File: src/rtl/muxn_pkg.sv
// Shared definitions for the muxn_arb registered N:1 multiplexer/arbiter:
// select-width helper and run-time mode encodings.
package muxn_pkg;

    localparam logic MODE_MANUAL = 1'b0;
    localparam logic MODE_RR     = 1'b1;

    // Index width for n channels; never narrower than one bit.
    function automatic int sel_width(input int n);
        int w;
        w = 0;
        while ((1 << w) < n) begin
            w = w + 1;
        end
        if (w < 1) begin
            w = 1;
        end
        return w;
    endfunction

endpackage

File: src/rtl/muxn_arb_rr_arbiter.sv
// Round-robin request arbiter for muxn_arb; MUXN_FIXED_PRIO_EN selects a
// fixed lowest-index-wins variant that ignores the pointer.
module rr_arbiter
    import muxn_pkg::*;
#(
    parameter int N    = 4,
    parameter int SELW = sel_width(N)
) (
    input  logic [N-1:0]    req,
    input  logic [SELW-1:0] ptr,
    input  logic            enable,
    output logic [N-1:0]    grant,
    output logic [SELW-1:0] grant_idx,
    output logic            any_grant
);

`ifdef MUXN_FIXED_PRIO_EN
    logic unused_ptr_s;

    assign unused_ptr_s = ^ptr;

    // Lowest-index requester wins.
    always_comb begin
        grant     = '0;
        grant_idx = '0;
        any_grant = 1'b0;
        if (enable) begin
            for (int i = 0; i < N; i++) begin
                if (!any_grant && req[i]) begin
                    any_grant = 1'b1;
                    grant[i]  = 1'b1;
                    grant_idx = SELW'(i);
                end else begin
                    any_grant = any_grant;
                end
            end
        end else begin
            any_grant = 1'b0;
        end
    end
`else
    // Search starts just after the last accepted channel and wraps modulo N.
    always_comb begin
        int idx;
        idx       = 0;
        grant     = '0;
        grant_idx = '0;
        any_grant = 1'b0;
        if (enable) begin
            for (int k = 1; k <= N; k++) begin
                idx = (int'(ptr) + k) % N;
                if (!any_grant && req[idx]) begin
                    any_grant  = 1'b1;
                    grant[idx] = 1'b1;
                    grant_idx  = SELW'(idx);
                end else begin
                    any_grant = any_grant;
                end
            end
        end else begin
            any_grant = 1'b0;
        end
    end
`endif

endmodule

File: src/rtl/muxn_arb.sv
// N-input registered multiplexer with valid/ready handshakes, manual or
// round-robin selection. MUXN_FIXED_PRIO_EN turns round-robin into fixed priority.
module muxn_arb
    import muxn_pkg::*;
#(
    parameter int N    = 4,
    parameter int W    = 8,
    parameter int SELW = sel_width(N)
) (
    input  logic            clk,
    input  logic            rst_n,
    input  logic [N*W-1:0]  in_data,
    input  logic [N-1:0]    in_valid,
    output logic [N-1:0]    in_ready,
    input  logic            mode,
    input  logic [SELW-1:0] sel_man,
    output logic [W-1:0]    out_data,
    output logic [SELW-1:0] out_sel,
    output logic            out_valid,
    input  logic            out_ready
);

    logic [N-1:0]    man_grant_s;
    logic            man_any_s;
    logic [N-1:0]    rr_grant_s;
    logic [SELW-1:0] rr_idx_s;
    logic            rr_any_s;
    logic [N-1:0]    grant_s;
    logic [SELW-1:0] win_idx_s;
    logic            any_grant_s;
    logic [W-1:0]    win_data_s;
    logic            load_possible_s;
    logic            load_s;
    logic [SELW-1:0] ptr_s;

    logic            out_valid_q, out_valid_d;
    logic [W-1:0]    out_data_q,  out_data_d;
    logic [SELW-1:0] out_sel_q,   out_sel_d;

    rr_arbiter #(
        .N    (N),
        .SELW (SELW)
    ) u_rr_arbiter (
        .req       (in_valid),
        .ptr       (ptr_s),
        .enable    (mode == MODE_RR),
        .grant     (rr_grant_s),
        .grant_idx (rr_idx_s),
        .any_grant (rr_any_s)
    );

    // Manual grant; an out-of-range sel_man matches no channel.
    always_comb begin
        man_grant_s = '0;
        for (int i = 0; i < N; i++) begin
            if (sel_man == SELW'(i)) begin
                man_grant_s[i] = in_valid[i];
            end else begin
                man_grant_s[i] = 1'b0;
            end
        end
        man_any_s = |man_grant_s;
    end

    // Mode steering and winner data extraction.
    always_comb begin
        win_data_s = '0;
        if (mode == MODE_RR) begin
            grant_s     = rr_grant_s;
            win_idx_s   = rr_idx_s;
            any_grant_s = rr_any_s;
        end else begin
            grant_s     = man_grant_s;
            win_idx_s   = sel_man;
            any_grant_s = man_any_s;
        end
        for (int i = 0; i < N; i++) begin
            if (grant_s[i]) begin
                win_data_s = in_data[i*W +: W];
            end else begin
                win_data_s = win_data_s;
            end
        end
    end

    assign load_possible_s = !out_valid_q || out_ready;
    assign load_s          = load_possible_s && any_grant_s;

    // Accept strobes, held low throughout reset.
    always_comb begin
        in_ready = '0;
        if (rst_n && load_possible_s) begin
            in_ready = grant_s;
        end else begin
            in_ready = '0;
        end
    end

    // Output register next state: load, drain, or hold.
    always_comb begin
        out_valid_d = out_valid_q;
        out_data_d  = out_data_q;
        out_sel_d   = out_sel_q;
        if (load_s) begin
            out_valid_d = 1'b1;
            out_data_d  = win_data_s;
            out_sel_d   = win_idx_s;
        end else if (out_ready) begin
            out_valid_d = 1'b0;
        end else begin
            out_valid_d = out_valid_q;
        end
    end

    // Output register state.
    always_ff @(posedge clk or negedge rst_n) begin
        if (!rst_n) begin
            out_valid_q <= 1'b0;
            out_data_q  <= '0;
            out_sel_q   <= '0;
        end else begin
            out_valid_q <= out_valid_d;
            out_data_q  <= out_data_d;
            out_sel_q   <= out_sel_d;
        end
    end

`ifdef MUXN_FIXED_PRIO_EN
    assign ptr_s = SELW'(N - 1);
`else
    logic [SELW-1:0] ptr_q, ptr_d;

    // Pointer follows the winner only on accepted round-robin transfers.
    always_comb begin
        ptr_d = ptr_q;
        if (load_s && (mode == MODE_RR)) begin
            ptr_d = win_idx_s;
        end else begin
            ptr_d = ptr_q;
        end
    end

    // Pointer register; reset value gives channel 0 first priority.
    always_ff @(posedge clk or negedge rst_n) begin
        if (!rst_n) begin
            ptr_q <= SELW'(N - 1);
        end else begin
            ptr_q <= ptr_d;
        end
    end

    assign ptr_s = ptr_q;
`endif

    assign out_valid = out_valid_q;
    assign out_data  = out_data_q;
    assign out_sel   = out_sel_q;

endmodule

File: config.mk
export PLATFORM = sky130hd
export DESIGN_NAME = muxn_arb
export DESIGN_NICKNAME = d
export VERILOG_FILES = /design/src/rtl/muxn_pkg.sv /design/src/rtl/muxn_arb_rr_arbiter.sv /design/src/rtl/muxn_arb.sv
export SDC_FILE = /design/constraint.sdc
export NUM_CORES = 1
export LEC_CHECK = 0
export CAP_MARGIN = 20
export CORE_MARGIN = 10
export CORE_UTILIZATION = 48
export CTS_CLUSTER_DIAMETER = 50
export DETAILED_ROUTE_END_ITERATION = 12
export PLACE_DENSITY_LB_ADDON = 0.2
export SYNTH_ARGS = -nofsm -noshare
export SYNTH_HDL_FRONTEND = slang
export SYNTH_HIERARCHICAL = 1
export SYNTH_SLANG_ARGS = --single-unit
File: constraint.sdc
create_clock -name clk -period 4.4 [get_ports clk]
set_input_delay 0.66 -clock clk [delete_from_list [all_inputs] [get_ports clk]]
set_output_delay 0.66 -clock clk [all_outputs]
set_load 0.02 [all_outputs]
# --- Yosys cells after proc, flatten, opt, wreduce, memory -nomap -nowiden ---
# Cells that the tools add are included.
word_totals:
  register_bits: 13
  input_bits: 42
  output_inout_bits: 15
op_classes:
  add_sub_neg: 4
  n_lt_le_gt_ge: 8
  n_eq_ne: 3
  muxes: 52
  bitwise_logic: 7
  reduce_logical: 22
ops:
  columns: ["operator", "n"]
  rows:
  - ["2-to-1 mux 4 bit", 9]
  - ["2-to-1 mux 8 bit", 4]
  - ["2-to-1 mux 1 bit", 26]
  - ["less-than comparator 3 x 4 -> 1 bit (second input constant)", 4]
  - ["greater-or-equal comparator 3 x 1 -> 1 bit (second input constant)", 4]
  - ["OR 4 bit", 3]
  - ["logical AND 1 bit", 10]
  - ["2-to-1 mux 2 bit", 5]
  - ["binary-select mux 1 bit (select 2 bit)", 4]
  - ["demux 1 bit (select 2 bit)", 4]
  - ["OR reduction 2 bit", 4]
  - ["adder 2 x 1 -> 2 bit (second input constant)", 2]
  - ["adder 2 bit (second input constant)", 2]
  - ["bitwise AND 1 bit (first input constant)", 4]
  - ["== test 2 bit (second input constant)", 2]
  - ["logical NOT 1 bit", 4]
  - ["OR reduction 4 bit", 1]
  - ["== test 2 x 1 -> 1 bit (second input constant)", 1]
  - ["logical NOT 2 bit", 1]
  - ["nonzero test 2 bit", 1]
  - ["logical OR 1 bit", 1]

# --- Longest topological paths before layout ---
logic_depth:
  ltp_word: 24
  ltp_mapped: 13

# --- By module ---
# The synthesis kept the hierarchy.
modules_own_cells:
  columns: ["mod", "instances", "cells_each", "area_per_inst_um2", "seq_area_each_um2"]
  rows:
  - ["muxn_arb", 1, 108, 962.2, 327.8]
  - ["rr_arbiter", 1, 66, 520.5, 0.0]

# --- Worst setup path before layout ---
# Ideal clock, no wire load.
synth_path:
  kind: "flip-flop to output port"
  startpoint: "register ptr_q[1]"
  endpoint: "output port in_ready[1]"
  arrival_ns: 2.513
  t_required_ns: 3.740
  path_slack_ns: 1.227
  path_stages_with_launch: 10
  n_path_buf: 1
  cell_sequence: "dfstp_2 clkbuf_1 inv_1 ha_1 mux4_2 inv_1 o21ai_0 o2bb2ai_1 nand2_1 a21oi_1"
synth_via:
  elab_chain_cells: 19
  word_cells_on_any_way: 68
synth_rtl:
  columns: ["element", "line", "source"]
  rows:
  - ["from (decl)", "muxn_arb.sv:131", "logic [SELW-1:0] ptr_q, ptr_d;"]
  - ["from (signal assigned)", "muxn_arb.sv:146", "ptr_q <= SELW'(N - 1);"]
  - ["from (signal assigned)", "muxn_arb.sv:148", "ptr_q <= ptr_d;"]
  - ["adder 2 x 1 -> 2 bit", "muxn_arb_rr_arbiter.sv:51", "idx = (int'(ptr) + k) % N;"]
  - ["OR reduction 2 bit (no line) / binary-select mux 1 bit (select 2 bit) (equally long branches)", null, null]
  - ["bitwise AND 1 bit (no line) / 2-to-1 mux 1 bit (equally long branches)", null, null]
  - ["less-than comparator 3 x 4 -> 1 bit (not written as such), or another cell as far along", "muxn_arb_rr_arbiter.sv:54", "grant[idx] = 1'b1;"]
  - ["logical AND 1 bit (not written as such) / 2-to-1 mux 1 bit (equally long branches)", "muxn_arb_rr_arbiter.sv:54, muxn_arb_rr_arbiter.sv:52", null]
  - ["2-to-1 mux 1 bit (on tied branches)", "muxn_arb_rr_arbiter.sv:54, muxn_arb_rr_arbiter.sv:49", null]
  - ["demux 1 bit (select 2 bit) / logical NOT 1 bit (equally long branches)", null, null]
  - ["2-to-1 mux 4 bit / logical AND 1 bit (equally long branches)", "muxn_arb_rr_arbiter.sv:52", "if (!any_grant && req[idx]) begin"]
  - ["[4 not listed]", null, null]
  - ["OR 4 bit (no line) / 2-to-1 mux 1 bit (equally long branches)", null, null]
  - ["2-to-1 mux 4 bit / 2-to-1 mux 1 bit (equally long branches)", "muxn_arb_rr_arbiter.sv:52, muxn_arb_rr_arbiter.sv:49", null]
  - ["2-to-1 mux 4 bit / logical NOT 1 bit (equally long branches)", "muxn_arb_rr_arbiter.sv:49, muxn_arb_rr_arbiter.sv:52", null]
  - ["OR 4 bit (no line) / logical AND 1 bit (equally long branches)", null, null]
  - ["2-to-1 mux 4 bit *", "muxn_arb_rr_arbiter.sv:52", null]
  - ["net rr_grant_s[1]", "muxn_arb.sv:25", "logic [N-1:0] rr_grant_s;"]
  - ["2-to-1 mux 4 bit *", "muxn_arb.sv:68", "if (mode == MODE_RR) begin"]
  - ["2-to-1 mux 4 bit *", "muxn_arb.sv:92", "if (rst_n && load_possible_s) begin"]
  - ["to (decl)", "muxn_arb.sv:14", "output logic [N-1:0] in_ready,"]
# Mark *: on every way through the listed nets, which the timed path passes. The rest lies on a longest branch. The select of a mux whose other input is x is not followed.

# --- Worst setup path in the final report ---
layout_path:
  startpoint: "input port in_valid[1]"
  endpoint: "output port in_ready[0]"
layout_via:
  elab_chain_cells: 18
  word_cells_on_any_way: 36
layout_rtl:
  columns: ["element", "line", "source"]
  rows:
  - ["from (decl)", "muxn_arb.sv:13", "input logic [N-1:0] in_valid,"]
  - ["binary-select mux 1 bit (select 2 bit)", "muxn_arb_rr_arbiter.sv:52", null]
  - ["2-to-1 mux 1 bit (not written as such) (2 in series)", "muxn_arb_rr_arbiter.sv:52", null]
  - ["2-to-1 mux 1 bit", "muxn_arb_rr_arbiter.sv:52", null]
  - ["2-to-1 mux 1 bit", "muxn_arb_rr_arbiter.sv:49", "if (enable) begin"]
  - ["logical NOT 1 bit", "muxn_arb_rr_arbiter.sv:52", null]
  - ["logical AND 1 bit", "muxn_arb_rr_arbiter.sv:52", null]
  - ["2-to-1 mux 1 bit", "muxn_arb_rr_arbiter.sv:52", null]
  - ["2-to-1 mux 1 bit", "muxn_arb_rr_arbiter.sv:49", null]
  - ["[2 not listed]", null, null]
  - ["2-to-1 mux 1 bit", "muxn_arb_rr_arbiter.sv:52", null]
  - ["2-to-1 mux 1 bit", "muxn_arb_rr_arbiter.sv:49", null]
  - ["logical NOT 1 bit", "muxn_arb_rr_arbiter.sv:52", null]
  - ["logical AND 1 bit", "muxn_arb_rr_arbiter.sv:52", null]
  - ["2-to-1 mux 4 bit *", "muxn_arb_rr_arbiter.sv:52", null]
  - ["net rr_grant_s[0]", "muxn_arb.sv:25", null]
  - ["2-to-1 mux 4 bit *", "muxn_arb.sv:68", null]
  - ["2-to-1 mux 4 bit *", "muxn_arb.sv:92", null]
# Marks and branches as above.

==> flow_summary.json <==
{
  "status": "complete, no violations",
  "first_global_vias": 1602,
  "clock_sinks": 13,
  "drcViolationCount": 0,
  "dp.cells": 259,
  "skew_ns": 0.00747,
  "hold_violations": 0,
  "startpoint_type": "input port",
  "min_to": "out_data[4]$_DFFE_PN0P_",
  "r2r.worst_path.cells": 11,
  "place_ws_ns": 0.199,
  "slowest_delay_ns": 0.67,
  "yosysTopAreaCellShare": 0.186,
  "die-width_um": 75.6,
  "grt_pass1_wl_um": 7830,
  "num_rows": 20,
  "hold_slack_ns": 0.517,
  "drtIter0Drc": 133,
  "synthCells": 174,
  "grt_overflow": 0,
  "required_ns": 3.74,
  "wl_um": 5140,
  "port_buffers": 56,
  "cts_buffers": 3,
  "slew_violations": 0,
  "synth-seq-area-share": 0.221,
  "yosysWarnings": 6,
  "io_pins": 57,
  "cp_common_cell": "clkdlybuf4s50_1",
  "dp_hpwl_um": 4060,
  "final_area_um2": 2090,
  "yosys.cell_types.count": 46,
  "avgViaCountPerCell": 6.06,
  "layout_setup_ws_ns": 0.152,
  "crit_path_top_delay_cell": "mux4_2",
  "power_density_nw_per_um2": 491,
  "rr_endpoint": "out_data[7]$_DFFE_PN0P_",
  "avgSynthCellArea_um2": 8.52,
  "grt_use_total": 0.177,
  "fin_crit_ns": 4.25,
  "cpLargestDelayFamily": "buffers and inverters",
  "antenna_left": 0,
  "worst_slew_pin_slew_ns": 1.06,
  "hp-start": "out_data[4]$_DFFE_PN0P_",
  "fin_crit_sh": 0.966,
  "slew_headroom": 0.296,
  "dieArea_um2": 5710,
  "fin_nets": 281,
  "min_path_cells": 1,
  "clk_latency_ns": 0.30,
  "rsz0062_at_grt": "no",
  "syn-num-nets": 224,
  "fillers": 241,
  "min_path_type": "flip-flop to flip-flop",
  "leakage_nw": 0.812,
  "ctsResizeCount": 0,
  "avgRoutedWirePerCell_um": 19.6,
  "place_area_um2": 2070,
  "path_clk_slew_ns": 0.08,
  "cts_buffer_depth": 2,
  "vdd_drop_max_uv": 296,
  "start_util": 0.494,
  "r2r_slack_ns": 1.28,
  "cts_setup_buffers": 0,
  "cp_num_buf_inv": 2,
  "vias": 1594,
  "final_cell_mix": "clkdlybuf4s50_1 (56), nand2_1 (34), a21oi_1 (15)",
  "setup_tns_ns": 0,
  "clock.fmax_mhz": 235,
  "endpoint_kind": "primary output",
  "die_h_um": 75.6,
  "synthTopCellsByArea": "dfrtp_1 (19%), nand2_1 (8.6%), ha_1 (6.8%)",
  "synth_area_um2": 1480,
  "drtPass1Iterations": 4,
  "coreArea_um2": 3000,
  "cp_cell_sequence": "clkdlybuf4s50_1 > mux4_2 > a211oi_4 > a221oi_1 > o2bb2ai_1 > nand2_1 > o41ai_4 > and3_1 > clkdlybuf4s50_1",
  "antenna_cells": 0,
  "setup-violations-final": 0,
  "holdBufCountCts": 0,
  "path_class": "input port to primary output",
  "regToRegStartpoint": "ptr_q[1]$_DFFE_PN1P_",
  "syn_to_final_growth_pct": 41.3,
  "cts_tree": "built",
  "final_cells": 263,
  "grt_max_degree": 24,
  "drive_above_1_share": 0.143,
  "cp.arrival_ns": 3.59,
  "final_common_cell": "clkdlybuf4s50_1",
  "max_cap_violations": 0,
  "grt_antenna_before_repair": 0,
  "clock-root-buffer": "clkbuf_4",
  "yosys.area.top_type": "dfrtp_1",
  "ys_seq_elements": 13,
  "cts_max_level": 1,
  "gp_congestion": 0.899,
  "path_max_fanout": 11
}
==> worst register-to-register path, delay by kind of cell, from the launching register on <==
| kind | cells | cell delay (ns) |
|---|---|---|
| AO/OA/AOI/OAI | 4 | 0.71 |
| flip-flops | 1 | 0.68 |
| multiplexers | 1 | 0.39 |
| buffers and inverters | 2 | 0.36 |
| adder cells (fa/ha/maj) | 1 | 0.42 |
| AND/OR/NAND/NOR | 3 | 0.50 |
==> cell usage after synthesis (all sizes together) <==
cell	number
a2111oi	1
a211oi	2
a21oi	16
a221oi	4
a311oi	1
a31oi	1
a32oi	2
and3	3
and3b	1
buf	8
clkbuf	4
dfrtp	11
dfstp	2
ha	8
inv	8
mux2	2
mux2i	4
mux4	3
nand2	34
nand3	1
nand3b	1
nand4	9
nand4b	1
nand4bb	1
nor2	7
nor3	4
nor3b	2
nor4b	1
nor4bb	1
o211ai	9
o21ai	6
o21bai	1
o22a	8
o2bb2ai	4
o31ai	1
o41ai	1
or2	1
==> power breakdown <==
group | internal (W) | switching [W] | leakage [nW] | total (W)
combinational | 0.000322 | 0.000410 | 0.649 | 0.000732
sequential | 0.000173 | 0.0000425 | 0.148 | 0.000215
clock | 0.0000353 | 0.0000468 | 0.0150 | 0.0000821
total | 0.000530 | 0.000499 | 0.812 | 0.00103
==> kinds of logic after synthesis <==
| kind of cell | after synthesis | synth area share |
|---|---|---|
| AOI/OAI and AO/OA | 57 | 0.322 |
| adders and majority gates | 8 | 0.0675 |
| buffers and inverters | 20 | 0.0717 |
| DFF | 13 | 0.221 |
| muxes | 9 | 0.0878 |
| and+or+nand+nor | 67 | 0.230 |
==> stage by stage <==
stage,total power [W],utilization
after floorplan,0.000702,-
after global placement,0.000917,0.689
after CTS,0.00102,0.698
final,0.00103,0.698
after detailed placement,0.000940,0.689
after global routing,0.00110,0.698
==> cell type report <==
type                    count  area, um2  share of cell area
multi-input cells         141       1050               0.501
repair buffers             64        621               0.296
inverters                   8       30.0              0.0143
clock buffers               4       26.3              0.0125
flip-flops and latches     13        328               0.157
well taps                  33       41.3              0.0197
==> worst max path at each step <==
stage,from,to,slack [ns],cells after the start
after floorplan,ptr_q[1]$_DFFE_PN1P_,in_ready[1],1.23,9
after global placement,in_valid[1],in_ready[0],0.32,9
after detailed placement,in_valid[1],in_ready[0],0.20,9
after CTS,in_valid[1],in_ready[0],0.16,9
after global routing,in_valid[1],in_ready[0],0.05,9
final,in_valid[1],in_ready[0],0.15,9
==> routing by layer <==
metal  track usage  share of wire
met1         0.195           0.41
met2         0.314           0.48
met3        0.0521          0.090
met4        0.0660          0.017
met5             0              0
==> registers in the layout, indices dropped and copies added, names as in the netlist <==
name       cells
ptr_q          2
out_sel        2
out_data       8
out_valid      1
Power figures use the tool's default switching activity.
